File: src/rtl/mem_requester_if.sv
// Load/store-unit and word-memory handshake bundle for mem_requester.
// The master modport is the requester's view; slave is the core/memory side.
interface mem_requester_if;
  logic        req_enable;
  logic        req_ready;
  logic        req_store;
  logic [1:0]  req_size;
  logic        req_unsigned;
  logic [31:0] req_addr;
  logic [31:0] req_data;
  logic        rsp_enable;
  logic        rsp_ready;
  logic [31:0] rsp_data;
  logic        rsp_misaligned;
  logic        mem_put_enable;
  logic        mem_put_ready;
  logic [67:0] mem_put_request;
  logic        mem_get_enable;
  logic        mem_get_ready;
  logic [67:0] mem_get_response;
  logic        protocol_error;

  modport master (
    input  req_enable, req_store, req_size, req_unsigned, req_addr, req_data,
    input  rsp_enable, mem_put_ready, mem_get_ready, mem_get_response,
    output req_ready, rsp_ready, rsp_data, rsp_misaligned,
    output mem_put_enable, mem_put_request, mem_get_enable, protocol_error
  );

  modport slave (
    output req_enable, req_store, req_size, req_unsigned, req_addr, req_data,
    output rsp_enable, mem_put_ready, mem_get_ready, mem_get_response,
    input  req_ready, rsp_ready, rsp_data, rsp_misaligned,
    input  mem_put_enable, mem_put_request, mem_get_enable, protocol_error
  );
endinterface

File: src/rtl/mem_requester.sv
// Sized load/store to aligned word-memory bridge with an in-order metadata FIFO;
// misaligned accesses are answered locally without touching memory.
module mem_requester #(
  parameter int DEPTH = 2
) (
  input logic             clk,
  input logic             rst,
  mem_requester_if.master bus
);
  localparam int PW = (DEPTH > 1) ? $clog2(DEPTH) : 1;
  localparam int CW = PW + 1;
  localparam logic [CW-1:0] FULL = CW'(DEPTH);

  typedef struct packed {
    logic        is_local;
    logic        store;
    logic [1:0]  size;
    logic        is_unsigned;
    logic [1:0]  off;
    logic [29:0] waddr;
  } meta_t;

  meta_t         fifo_q [DEPTH];
  logic [PW-1:0] head_q, head_d, tail_q, tail_d;
  logic [CW-1:0] count_q, count_d;
  logic          perr_q, perr_d;

  logic [1:0]  off;
  logic        misaligned, not_full, empty, enq, deq, consume, mismatch;
  logic [3:0]  be;
  logic [31:0] put_data, shifted, load_val;
  meta_t       head, entry;

  assign off = bus.req_addr[1:0];

  always_comb begin
    // NOTE: every output gets a default first so no latch is inferred.
    be         = '0;
    put_data   = '0;
    misaligned = 1'b0;
    case (bus.req_size)
      2'd0: begin
        be       = 4'b0001 << off;
        put_data = {4{bus.req_data[7:0]}};
      end
      2'd1: begin
        misaligned = off[0];
        be         = 4'b0011 << off;
        put_data   = {2{bus.req_data[15:0]}};
      end
      2'd2: begin
        misaligned = (off != 2'd0);
        be         = 4'b1111;
        put_data   = bus.req_data;
      end
      default: misaligned = 1'b1;
    endcase
    if (!bus.req_store) begin
      be       = '0;
      put_data = '0;
    end
  end

  assign entry = '{is_local: misaligned, store: bus.req_store, size: bus.req_size,
                   is_unsigned: bus.req_unsigned, off: off, waddr: bus.req_addr[31:2]};

  assign not_full = (count_q < FULL);
  assign empty    = (count_q == '0);
  assign head     = fifo_q[head_q];

  // Full blocks acceptance even when the head drains this same cycle.
  assign bus.req_ready       = !rst && not_full && (misaligned || bus.mem_put_ready);
  assign bus.mem_put_enable  = bus.req_enable && !misaligned && not_full;
  assign bus.mem_put_request = {be, bus.req_addr[31:2], 2'b00, put_data};

  assign bus.rsp_ready      = !empty && (head.is_local || bus.mem_get_ready);
  assign bus.mem_get_enable = !empty && !head.is_local && bus.rsp_enable;
  assign bus.rsp_misaligned = !empty && head.is_local;
  assign bus.protocol_error = perr_q;

  assign enq     = bus.req_enable && bus.req_ready;
  assign deq     = bus.rsp_enable && bus.rsp_ready;
  assign consume = bus.mem_get_enable && bus.mem_get_ready;

  always_comb begin
    shifted = bus.mem_get_response[31:0] >> {head.off, 3'b000};
    case (head.size)
      2'd0:    load_val = {{24{shifted[7] & ~head.is_unsigned}}, shifted[7:0]};
      2'd1:    load_val = {{16{shifted[15] & ~head.is_unsigned}}, shifted[15:0]};
      default: load_val = shifted;
    endcase
    bus.rsp_data = (!empty && !head.is_local && !head.store) ? load_val : '0;
  end

  // A non-zero byte_en echo must line up with a store at the head, and vice versa.
  assign mismatch = (bus.mem_get_response[63:32] != {head.waddr, 2'b00}) ||
                    ((bus.mem_get_response[67:64] != 4'b0000) != head.store);

  always_comb begin
    head_d  = head_q;
    tail_d  = tail_q;
    count_d = count_q;
    if (enq) tail_d = tail_q + 1'b1;
    if (deq) head_d = head_q + 1'b1;
    case ({enq, deq})
      2'b10:   count_d = count_q + 1'b1;
      2'b01:   count_d = count_q - 1'b1;
      default: count_d = count_q;
    endcase
    perr_d = perr_q | (consume & mismatch);
  end

  always_ff @(posedge clk or posedge rst) begin
    // NOTE: state registers use non-blocking assignments only.
    if (rst) begin
      count_q <= '0;
      head_q  <= '0;
      tail_q  <= '0;
      perr_q  <= 1'b0;
    end else begin
      count_q <= count_d;
      head_q  <= head_d;
      tail_q  <= tail_d;
      perr_q  <= perr_d;
    end
  end

  // NOTE: metadata storage is not reset; count gates every use of its contents.
  always_ff @(posedge clk) begin
    if (enq) fifo_q[tail_q] <= entry;
  end
endmodule

File: src/flat_wrapper.sv
// flat-port wrapper written by rule: the top's interface ports become plain ports
module mem_requester_flat 
#(
  parameter int DEPTH = 2
)
  (clk, rst, bus_req_enable, bus_req_store, bus_req_size, bus_req_unsigned, bus_req_addr, bus_req_data, bus_rsp_enable, bus_mem_put_ready, bus_mem_get_ready, bus_mem_get_response, bus_req_ready, bus_rsp_ready, bus_rsp_data, bus_rsp_misaligned, bus_mem_put_enable, bus_mem_put_request, bus_mem_get_enable, bus_protocol_error);
  mem_requester_if bus_i ();
  input logic clk;
  input logic rst;
  input wire logic [$bits(bus_i.req_enable)-1:0] bus_req_enable;
  input wire logic [$bits(bus_i.req_store)-1:0] bus_req_store;
  input wire logic [$bits(bus_i.req_size)-1:0] bus_req_size;
  input wire logic [$bits(bus_i.req_unsigned)-1:0] bus_req_unsigned;
  input wire logic [$bits(bus_i.req_addr)-1:0] bus_req_addr;
  input wire logic [$bits(bus_i.req_data)-1:0] bus_req_data;
  input wire logic [$bits(bus_i.rsp_enable)-1:0] bus_rsp_enable;
  input wire logic [$bits(bus_i.mem_put_ready)-1:0] bus_mem_put_ready;
  input wire logic [$bits(bus_i.mem_get_ready)-1:0] bus_mem_get_ready;
  input wire logic [$bits(bus_i.mem_get_response)-1:0] bus_mem_get_response;
  output wire logic [$bits(bus_i.req_ready)-1:0] bus_req_ready;
  output wire logic [$bits(bus_i.rsp_ready)-1:0] bus_rsp_ready;
  output wire logic [$bits(bus_i.rsp_data)-1:0] bus_rsp_data;
  output wire logic [$bits(bus_i.rsp_misaligned)-1:0] bus_rsp_misaligned;
  output wire logic [$bits(bus_i.mem_put_enable)-1:0] bus_mem_put_enable;
  output wire logic [$bits(bus_i.mem_put_request)-1:0] bus_mem_put_request;
  output wire logic [$bits(bus_i.mem_get_enable)-1:0] bus_mem_get_enable;
  output wire logic [$bits(bus_i.protocol_error)-1:0] bus_protocol_error;
  assign bus_i.req_enable = bus_req_enable;
  assign bus_i.req_store = bus_req_store;
  assign bus_i.req_size = bus_req_size;
  assign bus_i.req_unsigned = bus_req_unsigned;
  assign bus_i.req_addr = bus_req_addr;
  assign bus_i.req_data = bus_req_data;
  assign bus_i.rsp_enable = bus_rsp_enable;
  assign bus_i.mem_put_ready = bus_mem_put_ready;
  assign bus_i.mem_get_ready = bus_mem_get_ready;
  assign bus_i.mem_get_response = bus_mem_get_response;
  assign bus_req_ready = bus_i.req_ready;
  assign bus_rsp_ready = bus_i.rsp_ready;
  assign bus_rsp_data = bus_i.rsp_data;
  assign bus_rsp_misaligned = bus_i.rsp_misaligned;
  assign bus_mem_put_enable = bus_i.mem_put_enable;
  assign bus_mem_put_request = bus_i.mem_put_request;
  assign bus_mem_get_enable = bus_i.mem_get_enable;
  assign bus_protocol_error = bus_i.protocol_error;
  mem_requester #(.DEPTH(DEPTH)) u_core (.clk(clk), .rst(rst), .bus(bus_i));
endmodule
File: config.mk
export PLATFORM = sky130hd
export DESIGN_NAME = mem_requester_flat
export DESIGN_NICKNAME = d
export VERILOG_FILES = /design/src/rtl/mem_requester_if.sv /design/src/rtl/mem_requester.sv /design/src/flat_wrapper.sv
export SDC_FILE = /design/constraint.sdc
export NUM_CORES = 1
export LEC_CHECK = 0
export ABC_AREA = 1
export BUFFER_PORTS_ARGS = -buffer_cell sky130_fd_sc_hd__clkbuf_2
export CAP_MARGIN = 5
export CORE_ASPECT_RATIO = 1.5
export CORE_MARGIN = 2
export CORE_UTILIZATION = 40
export DETAILED_ROUTE_END_ITERATION = 8
export HOLD_SLACK_MARGIN = 0.05
export PLACE_DENSITY_LB_ADDON = 0.1
export SKIP_CTS_REPAIR_TIMING = 1
export SYNTH_ARGS = -nofsm -noshare
export SYNTH_HDL_FRONTEND = slang
export SYNTH_SLANG_ARGS = --single-unit
export TNS_END_PERCENT = 5
File: constraint.sdc
create_clock -name clk -period 2.7 [get_ports clk]
set_clock_uncertainty 0.05 [all_clocks]
set_input_delay 0.135 -clock clk [delete_from_list [all_inputs] [get_ports clk]]
set_output_delay 0.135 -clock clk [all_outputs]
set_load 0.01 [all_outputs]
==> flow_summary.yaml, run 1 <==
cts:
  clk_path_buf_depth: 2
  cts_sinks: 79
  cts_tree: "done"
  cts.root.buffer_cell: "clkbuf_16"
  worstSkewPairLatency_ns: 0.33
  cts-htree-levels: 3
  cts-buffers-inserted: 9
  path_clk_slew_ns: 0.06
sta:
  min_period_ns: 2.493
  slew_headroom_pct: 57.27
  setup_viol: 0
  holdWs_ns: 0.02889
  max_freq_mhz: 401.2
  rsz0062_at_grt: "false"
  drv_slew: 0
  fin_ws_ns: 0.2072
  tightest_slew_ns: 0.6394
  hold_violations: 0
  finalSetupTns_ns: 0
  period_share_pct: 92.33
grt:
  grt_pass1_vias: 4826
  antenna_found_initial: 0
  grt_pass1_wl_mm: 22.33
  grt_max_degree: 37
  overflow: 0
  track_usage_pct: 18.88
worst_setup_path:
  ff2ff_setup_slack_ns: 0.72
  crit_required_ns: 2.52
  path_max_fanout: 34
  cp-start-kind: "register"
  crit_path_end_kind: "output pin"
  crit_type: "register to output pin"
  arrival_ns: 2.31
power:
  ir_drop_v: 0.0003850
  finalPower_mw: 5.026
  p_leak_nw: 4.008
  p_seq_share_pct: 30.3
  powerDensity_nw_per_um2: 686.2
  p_int_mw: 2.939
  p_comb_share_pct: 48.0
  switching_share_pct: 41.53
  p_sw_mw: 2.087
  power_frac_clock_pct: 21.8
min_path:
  hold_path_class: "input port to register"
die:
  placementRows: 52
  die_h_um: 148.3
  io_pins: 248
  coreArea_um2: 13530
  die_area_um2: 14870
  initial_core_util_pct: 41.05
  dieWidth_um: 100.2
logic_synthesis:
  synth.area.top_cells: "edfxtp_1 40%, nand2_1 21%, inv_1 7.8%"
  synth_top_area_share_pct: 40.00
  syn_area_um2: 5555
  ys_ff_latch: 79
  syn_inst: 783
  synth_top_area_cell: "edfxtp_1"
  synth.avg_cell_area_um2: 7.095
  synth.distinct_cells: 33
  seq_area_frac_synth_pct: 42.25
  yosysWarnings: 0
route:
  viasPerCell: 4.593
  via_count: 5484
  wire_per_inst_um: 12.31
  drc: 0
  drt_first_iter_violations: 150
  drt_first_pass_iters: 4
  routed_wl_mm: 14.70
  final_antenna_net_count: 0
placement:
  hpwl_mm: 11.29
  numPortBuffers: 245
  place_ws_ns: 0.3925
  gp_congestion: 0.8319
final_layout:
  areaGrowthSynthToFinish_pct: 31.85
  drive_above_1_share_pct: 28.10
  regArea_um2: 2349
  diodes: 0
  multi_input_area_um2: 2355
  utilization_pct: 54.12
  layout.nets: 1170
  nFillCells: 1371
job:
  maxCapViolCount: 0
run_status:
  status: "complete, no violations"
==> flip-flops by register name, summed over array words and instances, names as in the netlist <==
signal,count
u_core.bus.protocol_error,1
u_core.head_q,1
u_core.count_q,2
u_core.fifo_q,74
u_core.tail_q,1
==> worst paths after layout <==
| kind | startpoint | to | cells after the start |
|---|---|---|---|
| setup / recovery | u_core.head_q$_DFFE_PP0P_ | bus_rsp_data[9] | 10 |
| hold / removal | bus_rsp_enable | u_core.head_q$_DFFE_PP0P_ | 3 |
| setup reg to reg | u_core.head_q$_DFFE_PP0P_ | u_core.count_q[1]$_DFFE_PP0P_ | 8 |
| hold reg to reg | u_core.bus.protocol_error$_DFF_PP0_ | u_core.bus.protocol_error$_DFF_PP0_ | 2 |
| max in group asynchronous | rst | u_core.head_q$_DFFE_PP0P_ | 3 |
| min in group asynchronous | rst | u_core.bus.protocol_error$_DFF_PP0_ | 3 |
==> layout by cell type (no fill, tap or decap), types with 2 or more instances in the layout <==
| cell type | n |
|---|---|
| inv_2 | 3 |
| buf_4 | 9 |
| xor2_1 | 3 |
| clkbuf_2 | 245 |
| nand2_1 | 306 |
| nor2_4 | 2 |
| a211oi_1 | 7 |
| nand3_1 | 49 |
| dlygate4sd3_1 | 35 |
| dfrtp_1 | 4 |
| clkinv_1 | 2 |
| or2_2 | 4 |
| a21oi_1 | 49 |
| clkinv_2 | 2 |
| conb_1 | 2 |
| edfxtp_1 | 74 |
| inv_6 | 2 |
| or2_0 | 5 |
| nand2_4 | 2 |
| nor2_1 | 48 |
| buf_12 | 2 |
| nand3b_1 | 11 |
| inv_1 | 116 |
| o21ai_0 | 19 |
| o21a_1 | 7 |
| clkbuf_16 | 9 |
==> cell usage after synthesis <==
library cell / n
mux2i_2: 1
ha_1: 1
a21oi_1: 49
buf_2: 10
nand3_2: 1
o21ai_2: 1
clkinv_1: 1
nand2_4: 2
inv_2: 3
dfrtp_1: 5
o21a_1: 7
edfxtp_1: 74
nand3b_1: 11
or2_2: 4
o21ai_0: 19
nor3_1: 1
a211oi_1: 7
nand2_1: 306
inv_1: 116
buf_4: 37
nand4_4: 1
xor2_1: 3
nand4_1: 1
clkbuf_1: 7
buf_6: 6
nand2_2: 1
nand3_1: 49
nor2_1: 50
conb_1: 1
nand3_4: 1
or2_0: 5
a21o_1: 1
xnor2_1: 1
==> power groups by stage <==
stage	Clock, mW	Combinational, mW	Sequential (mW)
floorplan	0	1.83	1.52
global placement	0	2.38	1.55
detailed placement	0	2.39	1.55
CTS	1.12	2.40	1.52
global route	1.17	2.75	1.54
finish	1.09	2.41	1.52
==> through the flow <==
stage / instances / area [um2]
floorplan: 784 / 5559
global placement: 1143 / 6698
detailed placement: 1143 / 6698
CTS: 1159 / 6970
global route: 1194 / 7325
finish: 1194 / 7325
==> critical path, stage by stage, from the launching register on <==
cell,delay [ns]
dfrtp_2,0.47
inv_2,0.11
nand2_4,0.07
nand2_4,0.19
inv_2,0.13
buf_4,0.28
o21ai_0,0.13
o21ai_0,0.17
nand2_1,0.07
a21oi_1,0.18
clkbuf_2,0.16
==> cells by family (layout without fill, tap and decap cells) <==
family,Yosys count,count (layout),synth area share [%]
other,1,2,0.06750
adder cells (fa/ha/maj),1,1,0.2252
buffers and inverters,180,428,15.70
AND/OR/NAND/NOR,433,433,32.57
flip-flops,79,79,42.25
AO/OA/AOI/OAI,84,84,8.311
multiplexers,1,1,0.2477
XOR/XNOR,4,4,0.6307
==> layer usage <==
layer	up-vias	track usage (%)	part of all wire (%)
li1	2917	-	-
met1	2359	22.59	41
met2	186	33.62	50
met3	22	4.088	6.4
met4	0	5.616	2.0
met5	-	0	0
==> cell type report <==
cell class	instances	share of cell area (%)
Multi-Input combinational cell	525	32.15
Sequential cell	79	32.06
Timing Repair Buffer	292	23.15
Inverter	120	6.150
Clock buffer	9	3.075
Tap cell	162	2.767
Clock inverter	7	0.6491
No activity file was read; power rests on OpenSTA's default activity.
==> run 2, diff against run 1 <==
HOLD_SLACK_MARGIN = 0.03   (was 0.05)
RECOVER_POWER = 100   (was unset)
clock period = 2.5 ns   (was 2.7 ns; I/O delays follow)
==> run 2 against run 1 <==
Compared with the run above: sequential cell count unchanged; critical endpoint is now bus_rsp_data[17]; non-clock buffer count increased by 2; wire length increased by 1.8%; largest cell class is now registers; critical path depth increased by 1; clock power increased by 29%.
==> flow_summary.yaml, run 2 (same netlist as run 1, synthesis figures left out) <==
final_layout:
  largest_reg_flops: 74
  layout_common_cells: "306 x nand2_1, 129 x clkbuf_2, 119 x clkbuf_1, 116 x inv_1, 74 x edfxtp_1"
  top_register: "u_core.fifo_q"
  areaGrowthSynthToFinish_pct: 30.14
  layout.nets: 1172
  diodes: 0
  design_area_um2: 7229
  finalNonFillerCells: 1196
  drive_above_1_share_pct: 16.73
  layout_commonest_cell: "nand2_1"
  reg.largest.list: "u_core.fifo_q (74), u_core.count_q (2)"
job:
  maxCapViolCount: 0
cts:
  cts.root.buffer_cell: "clkbuf_16"
  cts_tree: "done"
  worstSkewPairLatency_ns: 0.33
  path_clk_slew_ns: 0.06
  cts-htree-levels: 3
  cts_sinks: 79
  clk_path_buf_depth: 2
  cts-buffers-inserted: 9
sta:
  drv_slew: 0
  rsz0062_at_grt: "false"
  slew_headroom_pct: 56.64
  min_period_ns: 2.338
  hold_violations: 0
  max_freq_mhz: 427.7
  holdWs_ns: 0.03956
  period_share_pct: 93.53
  setup_viol: 0
  tightest_slew_ns: 0.6489
die:
  dieWidth_um: 100.2
  coreArea_um2: 13530
  io_pins: 248
  initial_core_util_pct: 41.05
  die_area_um2: 14870
  die_h_um: 148.3
  placementRows: 52
placement:
  numPortBuffers: 245
  place_area_um2: 6700
  place_inst: 1145
  gp_congestion: 0.8492
  hpwl_mm: 11.21
power:
  ir_drop_v: 0.0004191
  finalPower_mw: 5.659
  powerDensity_nw_per_um2: 782.8
  p_leak_nw: 3.677
min_path:
  min_to: "u_core.head_q$_DFFE_PP0P_"
  hold_start: "bus_rsp_enable"
  hold_path_class: "input port to register"
  hold_depth: 3
worst_setup_path:
  arrival_ns: 2.16
  reg2reg_depth: 8
  crit-reg2reg-launch: "u_core.head_q$_DFFE_PP0P_"
  path_max_fanout: 23
  crit_type: "register to output pin"
  slowest_delay_ns: 0.48
  crit_required_ns: 2.33
  crit_path_end_kind: "output pin"
  ff2ff_setup_slack_ns: 0.46
  r2r_end: "u_core.count_q[1]$_DFFE_PP0P_"
  slowest_stage: "dfrtp_2"
  path_cells: "inv_4, nand2_4, nand2_4, buf_8, nand2_1, o21a_1, or2_2, a21oi_1, nand2_1, inv_1, clkbuf_2"
  cp-start-kind: "register"
route:
  viasPerCell: 4.595
  final_antenna_net_count: 0
  wire_per_inst_um: 12.51
  drc: 0
  drt_first_iter_violations: 112
  drt_first_pass_iters: 4
  routed_wl_mm: 14.97
  via_count: 5496
grt:
  overflow: 0
  track_usage_pct: 18.89
  grt_pass1_wl_mm: 22.38
  grt_pass1_vias: 4821
  grt_max_degree: 38
  antenna_found_initial: 0
run_status:
  status: "complete, no violations"
## run 2: cell types whose count changed in the layout (fill, tap and decap cells not counted), moves of 2 or more
| cell | change |
|---|---|
| bufinv_16 | +2 |
| clkbuf_1 | +119 |
| inv_6 | -2 |
| buf_4 | -2 |
| clkbuf_2 | -116 |
## run 2: cell type report
type / count / area [um2]
clock buffer: 10 / 229.0
clock inverter: 6 / 93.84
inverter: 120 / 452.9
fill: 1420 / 6304
timing repair buffer: 294 / 1556
tap: 162 / 202.7
sequential: 79 / 2349
multi-input combinational: 525 / 2346
## run 2: worst max-delay path by stage
stage,start,end,slack [ns],depth (start not counted)
after floorplan,bus_req_size[1],u_core.fifo_q[0][0]$_DFFE_PP_,-0.48,7
after global placement,u_core.head_q$_DFFE_PP0P_,bus_rsp_data[27],0.41,10
after detailed placement,u_core.head_q$_DFFE_PP0P_,bus_rsp_data[23],0.36,10
after CTS,u_core.head_q$_DFFE_PP0P_,bus_rsp_data[17],-0.002,10
after global routing,u_core.head_q$_DFFE_PP0P_,bus_rsp_data[20],0.006,8
final,u_core.head_q$_DFFE_PP0P_,bus_rsp_data[17],0.16,11
## run 2: power by group
group | internal (mW) | total (mW) | switching, mW
Clock | 0.883 | 1.41 | 0.526
Sequential | 1.58 | 1.65 | 0.0670
Combinational | 0.909 | 2.60 | 1.69
## run 2: through the flow
step                setup TNS [ns]  utilization, %  setup slack [ns]
finish                           0           53.42            0.1617
global route                     0           53.42          0.005916
CTS                      -0.003525           51.90         -0.002182
detailed placement               0           49.51            0.3648
global placement                 0           49.51            0.4057
floorplan                   -35.79               -           -0.4836
## run 2: per-layer routing
layer | routed length [um] | global-route usage [%] | part of all wire [%]
met3 | 1127 | 4.605 | 7.5
met2 | 7745 | 34.53 | 52
met5 | 0 | 0 | 0
met4 | 105 | 3.082 | 0.70
met1 | 5988 | 22.62 | 40
## run 2: critical path: cells and delay by family, from the launching register on
kind,cells,cell delay [ns]
flip-flops,1,0.48
buffers and inverters,4,0.49
AO/OA/AOI/OAI,2,0.25
AND/OR/NAND/NOR,5,0.60
==> run 3, diff against run 2 <==
CORE_UTILIZATION = 48   (was 40)
CTS_CLUSTER_SIZE = 28   (was unset)
==> run 3 against run 2 <==
Compared with the run above: first-iteration DRC count grew to 2.5 times the previous value; sequential power hardly changed; count of clock-buffer cells in the layout is 1 lower; clock power is 7% lower; worst hold slack worse by 0.0084 ns; die area is 16% lower.
==> flow_summary.yaml, run 3 (same netlist as run 1, synthesis figures left out) <==
die:
  io_pins: 248
  die_h_um: 135.8
  placementRows: 48
  dieWidth_um: 91.84
  initial_core_util_pct: 48.68
  die_area_um2: 12470
  coreArea_um2: 11410
placement:
  hpwl_mm: 11.24
  numPortBuffers: 245
  gp_congestion: 0.8235
final_layout:
  top_register: "u_core.fifo_q"
  regArea_um2: 2349
  largest_reg_flops: 74
  drive_above_1_share_pct: 22.74
  multi_input_area_um2: 2405
  nFillCells: 1121
  diodes: 0
  areaGrowthSynthToFinish_pct: 32.27
  layout_common_cells: "306 x nand2_1, 180 x clkbuf_2, 116 x inv_1, 74 x edfxtp_1, 65 x clkbuf_1"
  reg.largest.list: "u_core.fifo_q (74), u_core.count_q (2)"
  layout.nets: 1180
  layout_commonest_cell: "nand2_1"
  utilization_pct: 64.40
sta:
  min_period_ns: 2.370
  setup_viol: 0
  drv_slew: 0
  hold_violations: 0
  period_share_pct: 94.79
  slew_headroom_pct: 57.74
  max_freq_mhz: 422.0
  holdWs_ns: 0.03112
  finalSetupTns_ns: 0
  tightest_slew_ns: 0.6324
worst_setup_path:
  slowest_stage: "dfrtp_2"
  r2r_end: "u_core.count_q[1]$_DFFE_PP0P_"
  path_max_fanout: 28
  worstPathBufferInverterCount: 4
  cp-start-kind: "register"
  reg2reg_depth: 8
  ff2ff_setup_slack_ns: 0.45
  crit_required_ns: 2.33
  crit-reg2reg-launch: "u_core.head_q$_DFFE_PP0P_"
  arrival_ns: 2.19
  path_cells: "inv_2, nand2_4, nand2_4, buf_6, nand2_1, o21a_1, or2_2, a21oi_1, nand2_1, inv_1, clkbuf_2"
  crit_type: "register to output pin"
  crit_path_end_kind: "output pin"
  slowest_delay_ns: 0.46
  cpLargestDelayFamily: "buffers and inverters"
route:
  final_antenna_net_count: 0
  drt_first_pass_iters: 5
  drc: 0
  via_count: 5671
  viasPerCell: 4.758
  drt_first_iter_violations: 284
  routed_wl_mm: 14.94
  wire_per_inst_um: 12.54
cts:
  cts-buffers-inserted: 9
  cts.root.buffer_cell: "clkbuf_16"
  cts-htree-levels: 3
  cts_tree: "done"
  clk_path_buf_depth: 2
  cts_sinks: 79
  worstSkewPairLatency_ns: 0.33
  path_clk_slew_ns: 0.06
min_path:
  hold_depth: 3
  min_to: "u_core.head_q$_DFFE_PP0P_"
  hold_path_class: "input port to register"
  hold_start: "bus_rsp_enable"
grt:
  grt_pass1_wl_mm: 22.36
  track_usage_pct: 22.31
  grt_pass1_vias: 4886
  overflow: 0
  grt_max_degree: 29
  antenna_found_initial: 0
power:
  finalPower_mw: 5.696
  p_leak_nw: 3.879
  ir_drop_v: 0.0003998
  powerDensity_nw_per_um2: 775.2
job:
  maxCapViolCount: 0
run_status:
  status: "complete, no violations"
## run 3: power by group
part           internal [mW]  switching (mW)  leakage, nW
registers               1.58          0.0613        0.724
logic                  0.982            1.77         3.01
clock network          0.785           0.523        0.146
## run 3: per-layer routing
layer / wire [um] / track usage [%] / vias up
li1: - / - / 2941
met1: 5831 / 25.96 / 2507
met2: 7812 / 41.42 / 212
met3: 1180 / 4.953 / 11
met4: 119 / 5.473 / 0
met5: 0 / 0 / -
## run 3: worst register-to-register path: stages, from the launching register on
cell,delay (ns)
dfrtp_2,0.45
mux2i_2,0.38
a21oi_1,0.18
nand2_1,0.13
inv_1,0.05
ha_1,0.31
a21oi_1,0.12
o21ai_0,0.11
xor2_1,0.15
## run 3: how the worst max path moves through the flow
stage                         startpoint                       endpoint  slack (ns)  cells past startpoint
2_1_floorplan            bus_req_size[1]  u_core.fifo_q[0][0]$_DFFE_PP_       -0.48                      7
3_3_place_gp   u_core.head_q$_DFFE_PP0P_               bus_rsp_data[17]        0.44                     11
3_5_place_dp   u_core.head_q$_DFFE_PP0P_               bus_rsp_data[17]        0.37                     11
4_1_cts        u_core.head_q$_DFFE_PP0P_               bus_rsp_data[17]        0.01                     11
5_1_grt        u_core.head_q$_DFFE_PP0P_               bus_rsp_data[17]      -0.002                     11
6_report       u_core.head_q$_DFFE_PP0P_               bus_rsp_data[17]        0.13                     11
## run 3: cell type report
| class | count | area share [%] |
|---|---|---|
| clock buffers | 9 | 3.065 |
| clock inverters | 7 | 1.073 |
| inverters | 120 | 6.147 |
| multi-input cells | 527 | 32.73 |
| flip-flops and latches | 79 | 31.96 |
| well taps | 150 | 2.554 |
| repair buffers | 300 | 22.48 |
## run 3: per-stage QoR
step	worst slack, ns	std cells	area, um2
after CTS	0.01217	1151	6992
after floorplan	-0.4836	784	5559
after global placement	0.4355	1135	6688
final	0.1302	1192	7348
after detailed placement	0.3732	1135	6688
after global routing	-0.002332	1192	7348
